## src/rtl/fetch_stage_pkg.sv

```systemverilog
// Shared pipeline definitions used by every stage: bus widths, reset PC, bus layouts.
// Latency: n/a (types and constants only).
// Backpressure: n/a.
package fetch_stage_pkg;

  localparam int          WIDTH_BR_BUS       = 33;
  localparam int          WIDTH_FS_TO_DS_BUS = 64;
  localparam logic [31:0] DEFAULT_RESET_PC   = 32'h1c000000;

  // Redirect from decode: taken flag above the 32-bit target.
  typedef struct packed {
    logic        taken;
    logic [31:0] target;
  } br_bus_t;

  // Fetch-to-decode payload: instruction word above its PC.
  typedef struct packed {
    logic [31:0] inst;
    logic [31:0] pc;
  } fs_to_ds_t;

  // Sequential successor; plain 32-bit add so the top of the space wraps to 0.
  function automatic logic [31:0] seq_pc(input logic [31:0] pc);
    return pc + 32'd4;
  endfunction

endpackage

```

## src/rtl/fs_inst_buf.sv

```systemverilog
// Holding register for the IF instruction while decode stalls, so the SRAM can idle.
// Latency: captures on the clock edge after capture is seen; output valid the next cycle.
// Backpressure: none of its own; clear has priority over capture.
//
// Ports: clk, reset (async, active-high), capture/clear controls,
//        din (SRAM read data), buf_valid / buf_inst (held word).
module fs_inst_buf (
  input  logic        clk,
  input  logic        reset,
  input  logic        capture,
  input  logic        clear,
  input  logic [31:0] din,
  output logic        buf_valid,
  output logic [31:0] buf_inst
);

  always_ff @(posedge clk or posedge reset) begin
    if (reset) begin
      buf_valid <= 1'b0;
      buf_inst  <= 32'h0;
    end else if (clear) begin
      buf_valid <= 1'b0;
    end else if (capture) begin
      buf_valid <= 1'b1;
      buf_inst  <= din;
    end
  end

endmodule

```

## src/rtl/fetch_stage.sv

```systemverilog
// Instruction fetch: pre-IF picks nextpc and issues the SRAM read, IF holds pc/inst for decode.
// Latency: one cycle from SRAM request to instruction presented on fs_to_ds_bus.
// Backpressure: ds_allow_in low freezes IF; instruction held stable, branches queued in br_pending.
//
// Ports: clk, reset (async, active-high); ds_allow_in, br_bus {taken, target} from decode;
//        fs_to_ds_valid, fs_to_ds_bus {inst, pc} to decode;
//        inst_sram_en/wen/addr/wdata request, inst_sram_rdata (data of previous-cycle request).
// Build option: FS_INST_BUF_EN -- hold the stalled instruction in a local register and idle
//        the SRAM; when undefined the SRAM re-reads fs_pc every stalled cycle instead.
module fetch_stage
  import fetch_stage_pkg::*;
#(
  parameter logic [31:0] RESET_PC = DEFAULT_RESET_PC
) (
  input  logic                          clk,
  input  logic                          reset,
  input  logic                          ds_allow_in,
  input  logic [WIDTH_BR_BUS-1:0]       br_bus,
  output logic                          fs_to_ds_valid,
  output logic [WIDTH_FS_TO_DS_BUS-1:0] fs_to_ds_bus,
  output logic                          inst_sram_en,
  output logic [3:0]                    inst_sram_wen,
  output logic [31:0]                   inst_sram_addr,
  output logic [31:0]                   inst_sram_wdata,
  input  logic [31:0]                   inst_sram_rdata
);

  br_bus_t     br;
  fs_to_ds_t   fs_out;

  logic        fs_valid;
  logic [31:0] fs_pc;
  logic        br_pending;
  logic [31:0] br_target_q;

  logic        fs_ready_go;
  logic        fs_allow_in;
  logic        cancel;
  logic [31:0] nextpc;
  logic [31:0] fs_inst;

  assign br = br_bus;

  assign fs_ready_go = 1'b1;
  assign fs_allow_in = !fs_valid || (fs_ready_go && ds_allow_in);

  // The IF instruction is wrong-path whenever a redirect is live or still queued;
  // it stays masked until IF is refilled from the redirect target.
  assign cancel         = fs_valid && (br.taken || br_pending);
  assign fs_to_ds_valid = fs_valid && !cancel;

  // Live redirect beats a queued one: it is the younger branch.
  always_comb begin
    nextpc = seq_pc(fs_pc);
    if (br.taken) begin
      nextpc = br.target;
    end else if (br_pending) begin
      nextpc = br_target_q;
    end
  end

  // fs_pc resets one word below RESET_PC so the first nextpc is RESET_PC itself.
  always_ff @(posedge clk or posedge reset) begin
    if (reset) begin
      fs_valid <= 1'b0;
      fs_pc    <= RESET_PC - 32'd4;
    end else if (fs_allow_in) begin
      fs_valid <= 1'b1;
      fs_pc    <= nextpc;
    end
  end

  // A redirect that arrives while IF is frozen is parked until IF can reload.
  always_ff @(posedge clk or posedge reset) begin
    if (reset) begin
      br_pending  <= 1'b0;
      br_target_q <= 32'h0;
    end else if (fs_allow_in) begin
      br_pending  <= 1'b0;
    end else if (br.taken) begin
      br_pending  <= 1'b1;
      br_target_q <= br.target;
    end
  end

`ifdef FS_INST_BUF_EN
  logic        buf_capture;
  logic        buf_clear;
  logic        buf_valid;
  logic [31:0] buf_inst;

  // First stalled cycle still sees the fresh SRAM data; grab it then.
  assign buf_capture = fs_valid && !ds_allow_in && !buf_valid;
  assign buf_clear   = fs_allow_in || cancel;

  fs_inst_buf u_inst_buf (
    .clk       (clk),
    .reset     (reset),
    .capture   (buf_capture),
    .clear     (buf_clear),
    .din       (inst_sram_rdata),
    .buf_valid (buf_valid),
    .buf_inst  (buf_inst)
  );

  assign fs_inst        = buf_valid ? buf_inst : inst_sram_rdata;
  assign inst_sram_en   = !reset && fs_allow_in;
  assign inst_sram_addr = nextpc;
`else
  // While stalled keep re-reading fs_pc so rdata keeps carrying the IF instruction.
  assign fs_inst        = inst_sram_rdata;
  assign inst_sram_en   = !reset && (fs_allow_in || fs_valid);
  assign inst_sram_addr = fs_allow_in ? nextpc : fs_pc;
`endif

  assign inst_sram_wen   = 4'h0;
  assign inst_sram_wdata = 32'h0;

  // Instruction field forced to zero in reset; SRAM output is meaningless then.
  always_comb begin
    fs_out.inst = reset ? 32'h0 : fs_inst;
    fs_out.pc   = fs_pc;
  end

  assign fs_to_ds_bus = fs_out;

endmodule

```

## config.mk

```make
export PLATFORM = sky130hd
export DESIGN_NAME = fetch_stage
export DESIGN_NICKNAME = d
export VERILOG_FILES = /design/src/rtl/fetch_stage_pkg.sv /design/src/rtl/fs_inst_buf.sv /design/src/rtl/fetch_stage.sv
export SDC_FILE = /design/constraint.sdc
export NUM_CORES = 1
export LEC_CHECK = 0
export BUFFER_PORTS_ARGS = -buffer_cell sky130_fd_sc_hd__buf_2
export CORE_AREA = 2 2 84 118
export DETAILED_ROUTE_END_ITERATION = 6
export DIE_AREA = 0 0 86 120
export GPL_TIMING_DRIVEN = 0
export PLACE_DENSITY = 0.85
export SETUP_SLACK_MARGIN = 0.1
export SLEW_MARGIN = 25
export SYNTH_ARGS = -nofsm -noshare
export SYNTH_HDL_FRONTEND = slang
export SYNTH_SLANG_ARGS = --single-unit
```

## constraint.sdc

```tcl
create_clock -name clk -period 2.65 [get_ports clk]
set_input_delay 0.3975 -clock clk [delete_from_list [all_inputs] [get_ports clk]]
set_output_delay 0.3975 -clock clk [all_outputs]
set_load 0.03 [all_outputs]
```

==> run metrics, run 1 <==
# IOs=approximately 200; status=complete, but fails checks; Max Slew Vio Count=0; worst reg2reg startpoint=fs_pc[9]$_DFF_PP1_; first-pass GRT wire length=25040 um; Critical Path Source Type=register; CP startpoint=fs_pc[8]$_DFF_PP1_; most instantiated cells after synthesis=nand2_1 (41), dfrtp_1 (40), nor2b_1 (38); Starting Density=45.72%; #FFs+latches synth=66; drt via density=6.060; number of global-route vias before repair=4952; final worst setup slack=-0.1082 ns; area of the mapped netlist=4253 um2; Synth area leaders=dfrtp_1 (24%), dfstp_2 (16%), mux2_2 (8.5%), buf_4 (6.4%), nor2b_1 (5.6%); Crit Path Category=reg2out; clk buf depth=2; DRT antenna net count=0; DRT Wirelength=17430 um; via count=5181; synth warn=0; initial antenna violation count=3; top cell type's share of synthesized area=23.54%; crit path to=inst_sram_addr[13]; failing checks=design-rule violations, negative setup slack; Most used DFF post-synth=dfrtp_1; Die Wd=~86 um; sequential share of the synthesized area=39.60%; die height=roughly 120 um; DRC viols=50; gate count after technology mapping=roughly 470; RD Place Congestion=0.9762; final setup violation count=3; crit-path max FO=4; Synth cell types=56; Root Driver=clkbuf_16; Worst EP arrival=2.36 ns; Hold Violations, Final=0; die area=roughly 10000 um2; Worst Hold Launch=br_bus[2]; CTS sink cnt=66; worst skew pair latency=between 0.3 and 0.4 ns; H-tree levels=3; slowest cell on the critical path=dfstp_2; Max Clk Rate=362.6 MHz; Synth area leader=dfrtp_1; grt total ovfl=0; Num CTS Buffers=9; core area=between 9000 and 10000 um2; area grow syn2layout=57.40%; Initial DRT Pass Iterations=7; Pwr Total=4.318 mW; RSZ-0062 raised after global routing=yes; post-layout min period=between 2 and 3 ns; period utilization=104.1%; RR Endpoint=fs_pc[31]$_DFF_PP0_; clock slew at reported path FFs=0.05 ns; Buffers on Ports=around 170; CTS tree=yes; Worst EP required=2.25 ns; DPL Wire Length=11620 um; cell with the most instances after synthesis=nand2_1; largest net degree at the start of global routing=37; Placement Rows=42; area of the multi-input gates=2613 um2; syn avg cell area=~9.1 um2; Max stage delay on crit path=0.56 ns; wire length per cell=just over 20 um; Peak VDD IR=0.4611 mV; worst reg-to-reg setup slack=0.62 ns; post-placement setup slack=-0.3516 ns; Inst Count DP=778; PwrDens=645.0 nW/um2; max_slew headroom=between 50% and 60%; cells along the critical path=and4_1 -> clkbuf_8 -> nand4_1 -> buf_4 -> o31a_1 -> o22ai_2 -> buf_6; layout cells sized above 1=54.58%; register area=between 1500 and 2000 um2; Static Leak=3.209 nW; fin cells=855; Critical Path End Type=output pin; Total GRT Usage=31.90%; fin util=between 70 and 80%; Synth async-reset ratio=100.0%; Setup TNS=-0.2134 ns; R2R depth=9; pin slew with the least headroom to its limit=between 0.6 and 0.7 ns; Final Net Count=~810; FILL cells=671; clk_skew=roughly 0.0054 ns; min-delay worst type=in2reg; EDFF count, synth=0; maxcap violations=0; Detailed Route Iter0 Violations=slightly above 600
## layout by cell type (no fill, tap or decap), types with 20 or more instances in the layout
cell     instances
buf_4          100
nor2b_1         37
buf_6           20
dfstp_2         26
dfrtp_1         39
nand2_1         39
o21ai_0         27
mux2_2          32
buf_2          144
conb_1          37
## cell type report
class	instances	share of cell area, %
multi-input cells	362	39.03
flip-flops and latches	66	25.18
repair buffers	227	21.55
plain buffers	64	6.355
clock buffers	12	3.832
well taps	110	2.056
clock inverters	4	1.458
inverters	7	0.4299
diodes	3	0.1121
## how the worst min path moves through the flow
stage / to / cells after the start
detailed placement: br_target_q[27]$_DFFE_PP0P_ / 1
floorplan: br_target_q[3]$_DFFE_PP0P_ / 1
global placement: br_target_q[2]$_DFFE_PP0P_ / 1
global route: br_target_q[2]$_DFFE_PP0P_ / 2
CTS: br_target_q[5]$_DFFE_PP0P_ / 2
finish: br_target_q[2]$_DFFE_PP0P_ / 2
## sequential cells by signal, summed over array words and instances, names as in the netlist
name	cells
fs_valid	1
fs_pc	32
br_target_q	32
br_pending	1
## metrics by stage
stage / cell area (um2) / hold slack (ns)
floorplan: 4429 / 0.4792
global placement: 5393 / 0.4878
detailed placement: 5415 / 0.4923
CTS: 6415 / 0.3107
global route: 6694 / 0.3047
finish: 6694 / 0.3119
## repair_timing
| action | 4_1_cts | 5_1_grt |
|---|---|---|
| gates resized for setup | 88 | 59 |
| setup buffers | 45 | 16 |
| pin swaps | 18 | 25 |
| hold buffers | 0 | 0 |
| endpoints found under the setup margin | 32 | 30 |
## metal layers
| layer | global-route usage (%) | vias to the layer above | part of all wire (%) |
|---|---|---|---|
| li1 | - | 2200 | - |
| met1 | 32.07 | 2386 | 32 |
| met2 | 55.77 | 461 | 51 |
| met3 | 7.634 | 134 | 11 |
| met4 | 23.61 | 0 | 7.3 |
| met5 | 0 | - | 0 |
## power by group
| part | leakage [nW] | internal (mW) | switching (mW) |
|---|---|---|---|
| Sequential | 0.747 | 1.22 | 0.179 |
| Clock | 0.169 | 0.970 | 0.431 |
| Combinational | 2.29 | 0.580 | 0.934 |
## worst max-delay path, delay by kind of cell (launching register included)
kind	cells	cell delay [ns]
flops	1	0.56
compound gates	2	0.53
buf+inv	3	0.51
simple gates	2	0.42
## cell families after synthesis
group           Yosys count  synth area share (%)
mux                      34                 8.944
simple gates            170                 22.48
buf+inv                  74                 9.709
flops                    66                 39.60
fa+ha+maj                 1                0.2942
other cells               2                0.1766
compound gates          120                 18.80
No activity file was read; power rests on OpenSTA's default activity.
==> run 2: changes to the inputs <==
Settings changed: CORE_AREA 2 2 84 118 to 2 2 83 117, CTS_BUF_LIST set to sky130_fd_sc_hd__clkbuf_4, DIE_AREA 0 0 86 120 to 0 0 85 119, PLACE_DENSITY 0.85 to 0.87.
==> run 2 against run 1 <==
Net effect:
- die area fell by 2.0%
- total power fell by 13%
- final cell count increased by 1.9%
- global-route usage increased by 0.57 points
- clock power decreased by 50%
- via count grew 1.1%
- register-to-register slack lost 0.16 ns
- core utilization is 2.8 points higher
- the flow finishes with violations (negative setup slack)
==> run metrics, run 2 (same netlist as run 1, synthesis figures left out) <==
Setup TNS=-1.196 ns; min-delay worst type=in2reg; clk_skew=0.01489 ns; Worst EP required=2.25 ns; Critical Path End Type=output pin; Bufs and invs on worst path=1; Root Driver=clkbuf_4; Post-DP Area=5415 um2; H-tree levels=3; most used cell, CP=or3_4; Initial DRT Pass Iterations=6; layout cells sized above 1=58.08%; register area=1684 um2; # IOs=202; Total GRT Usage=32.47%; commonest non-fill, non-tap cell in the layout=buf_2; Finished Cell Area=6872 um2; DRT antenna net count=0; slowest cell on the critical path=dfstp_2; Inst Count DP=778; Num CTS Buffers=9; fin util=between 70 and 80%; hold_buf cts=0; Crit Path Category=reg2out; Die Wd=85 um; fin cells=871; grt total ovfl=0; number of global-route vias before repair=approximately 5000; Final Net Count=about 830; WHS=0.1869 ns; CTS tree=yes; Max Slew Vio Count=0; CP delay by family, top=simple AND/OR/NAND/NOR gates; DPL Wire Length=~12000 um; Peak VDD IR=roughly 0.45 mV; worst skew pair latency=0.45 ns; clock slew at reported path FFs=0.11 ns; Starting Density=46.24%; largest net degree at the start of global routing=39; FILL cells=609; PwrDens=545.0 nW/um2; Max stage delay on crit path=0.62 ns; wire length per cell=20.66 um; area of the multi-input gates=between 2000 and 3000 um2; die height=119 um; Hold Violations, Final=0; period utilization=106.9%; final setup violation count=17; CTS sink cnt=66; Max Clk Rate=352.9 MHz; drt via density=about 6; area grow syn2layout=61.58%; clk buf depth=2; failing checks=negative setup slack; # diodes=0; Placement Rows=42; Largest regs=br_target_q: 32 flops, fs_pc: 32 flops; most frequent cells in the layout=buf_2 (136), buf_4 (114), dfrtp_1 (40); first-pass GRT wire length=25590 um; max_slew headroom=50.67%; post-placement setup slack=-0.2831 ns; crit-path max FO=3; final worst setup slack=-0.1834 ns; DRT Wirelength=17990 um; RD Place Congestion=0.9239; initial antenna violation count=0; Critical Path Source Type=register; Worst EP arrival=2.44 ns; Detailed Route Iter0 Violations=slightly above 600; post-layout min period=about 2.8 ns; DRC viols=0; via count=5240; Static Leak=about 3.3 nW; pin slew with the least headroom to its limit=0.7399 ns; cells along the critical path=nand4_4 -> or3_4 -> or3_4 -> o311ai_4 -> buf_6; maxcap violations=0; die area=10120 um2; Buffers on Ports=165; Pwr Total=3.745 mW; status=complete, but fails checks; core area=9196 um2; RSZ-0062 raised after global routing=yes
-- run 2: cell types whose count changed in the layout (fill, tap and decap cells not counted), sizes merged --
cell and delta:
buf +20, clkinvlp -1, clkinv +3, clkbuf -1, bufinv -2, diode -3
-- run 2: cell type report --
type,count,share of cell area (%)
multi-input combinational,362,39.89
tap,110,2.003
clock buffer,12,1.311
sequential,66,24.51
buffer,66,7.447
clock inverter,4,0.6373
inverter,7,0.4188
timing repair buffer,244,23.78
-- run 2: final timing paths --
| kind | start | endpoint | slack [ns] | depth (start not counted) |
|---|---|---|---|---|
| max in group asynchronous | reset | fs_pc[3]$_DFF_PP1_ | 1.77 | 4 |
| min reg2reg | br_target_q[26]$_DFFE_PP0P_ | br_target_q[26]$_DFFE_PP0P_ | 0.52 | 1 |
| max reg2reg | fs_pc[17]$_DFF_PP1_ | fs_pc[29]$_DFF_PP0_ | 0.46 | 6 |
| max | fs_pc[17]$_DFF_PP1_ | inst_sram_addr[29] | -0.18 | 5 |
| min in group asynchronous | reset | br_target_q[16]$_DFFE_PP0P_ | 0.27 | 3 |
| min | br_bus[2] | br_target_q[2]$_DFFE_PP0P_ | 0.19 | 2 |
-- run 2: worst reg2reg max path: cells and delay by family, from the launching register on --
family	cells	cell delay, ns
AOI/OAI and AO/OA	2	0.63
DFF	1	0.62
and+or+nand+nor	2	0.55
buffers and inverters	2	0.29
-- run 2: metal layers --
| layer | up-vias | routed length (um) | track usage (%) |
|---|---|---|---|
| met4 | 0 | 1065 | 19.94 |
| met1 | 2462 | 6097 | 35.23 |
| li1 | 2238 | - | - |
| met2 | 426 | 9120 | 56.64 |
| met3 | 114 | 1707 | 6.861 |
| met5 | - | 0 | 0 |
-- run 2: what timing repair did --
item / 4_1_cts / 5_1_grt
gates resized for setup: 129 / 97
setup endpoints to repair: 33 / 32
setup buffers: 50 / 27
pin swaps: 25 / 43
gates cloned: 1 / 0
-- run 2: power by group --
part           switching, mW  leakage, nW  total [mW]  internal, mW
clock                  0.384       0.0787       0.698         0.314
sequential             0.161        0.748        1.38          1.22
combinational          0.991         2.46        1.67         0.675
total                   1.54         3.29        3.75          2.21
==> run 3: changes to the inputs <==
Settings changed: CORE_AREA 2 2 83 117 to 2 2 82 116, DIE_AREA 0 0 85 119 to 0 0 84 118, PLACE_DENSITY 0.87 to 0.88.
Clock period 2.65 ns to 3.54 ns, I/O delays scaled along.
==> run 3 against run 2 <==
Net effect:
- the run now ends clean
- clock skew grew 0.0046 ns
- global-route usage shrank 2.0 points
- flip-flop and latch count is the same
- core utilization shrank 11 points
- count of clock-buffer cells in the layout shrank 3
- critical path depth grew 2
- sequential power shrank 23%
- die area shrank 2.0%
- critical path type unchanged
- highest routed layer unchanged
==> run metrics, run 3 (same netlist as run 1, synthesis figures left out) <==
Static Leak=2.680 nW; RSZ-0062 raised after global routing=yes; Peak VDD IR=0.2760 mV; Crit Path Category=reg2out; Worst EP required=roughly 3 ns; slowest cell on the critical path=dfstp_2; Critical Path Source Type=register; most frequent cells in the layout=buf_2 (165), buf_4 (43), nand2_1 (41); Placement Rows=41; largest net degree at the start of global routing=41; Hold Path Cell Cnt=2; DPL Wire Length=between 10000 and 15000 um; period utilization=94.64%; clk_skew=0.01949 ns; pin slew with the least headroom to its limit=0.6642 ns; maxcap violations=0; CTS sink cnt=66; DRT antenna net count=0; Detailed Route Iter0 Violations=458; via count=4643; core area=8875 um2; drt via density=about 5.8; fin cells=799; Worst EP arrival=2.82 ns; Bufs and invs on worst path=2; initial antenna violation count=1; Buffers on Ports=165; status=finished clean; Initial DRT Pass Iterations=6; first-pass GRT wire length=23520 um; Die Wd=84 um; crit-path max FO=6; post-layout min period=3.350 ns; area grow syn2layout=32.39%; RR Endpoint=fs_pc[18]$_DFF_PP1_; die area=9912 um2; hold_buf cts=0; H-tree levels=3; Largest regs=br_target_q: 32 flops, fs_pc: 32 flops; Inst Count DP=775; Worst Hold Launch=br_bus[4]; Max Clk Rate=298.5 MHz; die height=118 um; layout cells sized above 1=43.13%; clk buf depth=2; DRC viols=0; final setup violation count=0; WHS Endpoint=br_target_q[4]$_DFFE_PP0P_; commonest non-fill, non-tap cell in the layout=buf_2; worst reg-to-reg setup slack=1.30 ns; RD Place Congestion=~0.93; Final Net Count=755; Max Slew Vio Count=0; worst reg2reg startpoint=fs_pc[3]$_DFF_PP1_; grt total ovfl=0; Max stage delay on crit path=around 0.6 ns; clock slew at reported path FFs=0.12 ns; number of global-route vias before repair=4422; # IOs=202; min-delay worst type=in2reg; Setup TNS=0 ns; wire length per cell=19.04 um; PwrDens=452.1 nW/um2; Root Driver=clkbuf_4; R2R depth=6; cells along the critical path=ha_1 -> nand3_1 -> nor4_4 -> buf_4 -> a222oi_1 -> o2bb2ai_1 -> buf_2; CP delay by family, top=simple AND/OR/NAND/NOR gates; Hold Violations, Final=0; max_slew headroom=55.72%; Critical Path End Type=output pin; worst skew pair latency=0.45 ns; Total GRT Usage=30.45%; Starting Density=~48%; Num CTS Buffers=9; DRT Wirelength=15210 um; CTS tree=yes
[run 3: how the worst max path moves through the flow]
stage | from | endpoint | slack (ns) | depth (start not counted)
detailed placement | br_bus[32] | inst_sram_addr[19] | 0.39 | 9
floorplan | fs_pc[18]$_DFF_PP1_ | inst_sram_addr[29] | 0.57 | 4
global route | fs_pc[2]$_DFF_PP1_ | inst_sram_addr[22] | 0.04 | 6
finish | fs_pc[3]$_DFF_PP1_ | inst_sram_addr[16] | 0.19 | 7
global placement | reset | br_target_q[6]$_DFFE_PP0P_ | 0.34 | 3
CTS | fs_pc[2]$_DFF_PP1_ | inst_sram_addr[22] | 0.06 | 6
[run 3: routing by layer]
metal / global-route usage [%] / part of all wire (%) / vias up
li1: - / - / 2088
met1: 32.97 / 34 / 2185
met2: 56.55 / 53 / 323
met3: 6.171 / 8.5 / 47
met4: 12.80 / 4.0 / 0
met5: 0 / 0 / -
[run 3: worst register-to-register path, stage by stage (launching register included)]
cell     delay [ns]
dfstp_2        0.60
ha_1           0.26
nand3_1        0.33
nor4_4         0.45
buf_4          0.18
o21ai_1        0.05
a22o_1         0.30
[run 3: final cells by class]
cell class	instances	area, um2
multi-input cells	362	2330
well taps	107	133.9
clock inverters	7	92.59
flip-flops and latches	66	1684
diodes	1	2.502
plain buffers	67	392.9
fillers	741	3244
clock buffers	9	67.56
inverters	7	28.78
repair buffers	173	898.4
[run 3: repair_timing]
| item | 4_1_cts | 5_1_grt |
|---|---|---|
| setup buffers | 0 | 7 |
| pin swaps | 0 | 3 |
| setup endpoints to repair | 4 | 10 |
| resized for setup | 2 | 14 |
[run 3: where the power goes]
part	switching [mW]	internal [mW]	leakage, nW
Sequential	0.142	0.915	0.748
Combinational	0.600	0.303	1.85
Clock	0.302	0.285	0.0800
Total	1.04	1.50	2.68
[run 3: metrics by stage]
step	worst slack (ns)	area (um2)	total power, mW	hold slack [ns]	util [%]
final	0.1897	5630	2.546	0.3199	63.44
after detailed placement	0.3926	5366	1.952	0.4940	60.47
after global routing	0.03977	5630	2.665	0.3050	63.44
after CTS	0.06205	5543	2.538	0.3111	62.46
after floorplan	0.5677	4384	1.658	0.4792	-
after global placement	0.3427	5344	1.924	0.4870	60.21
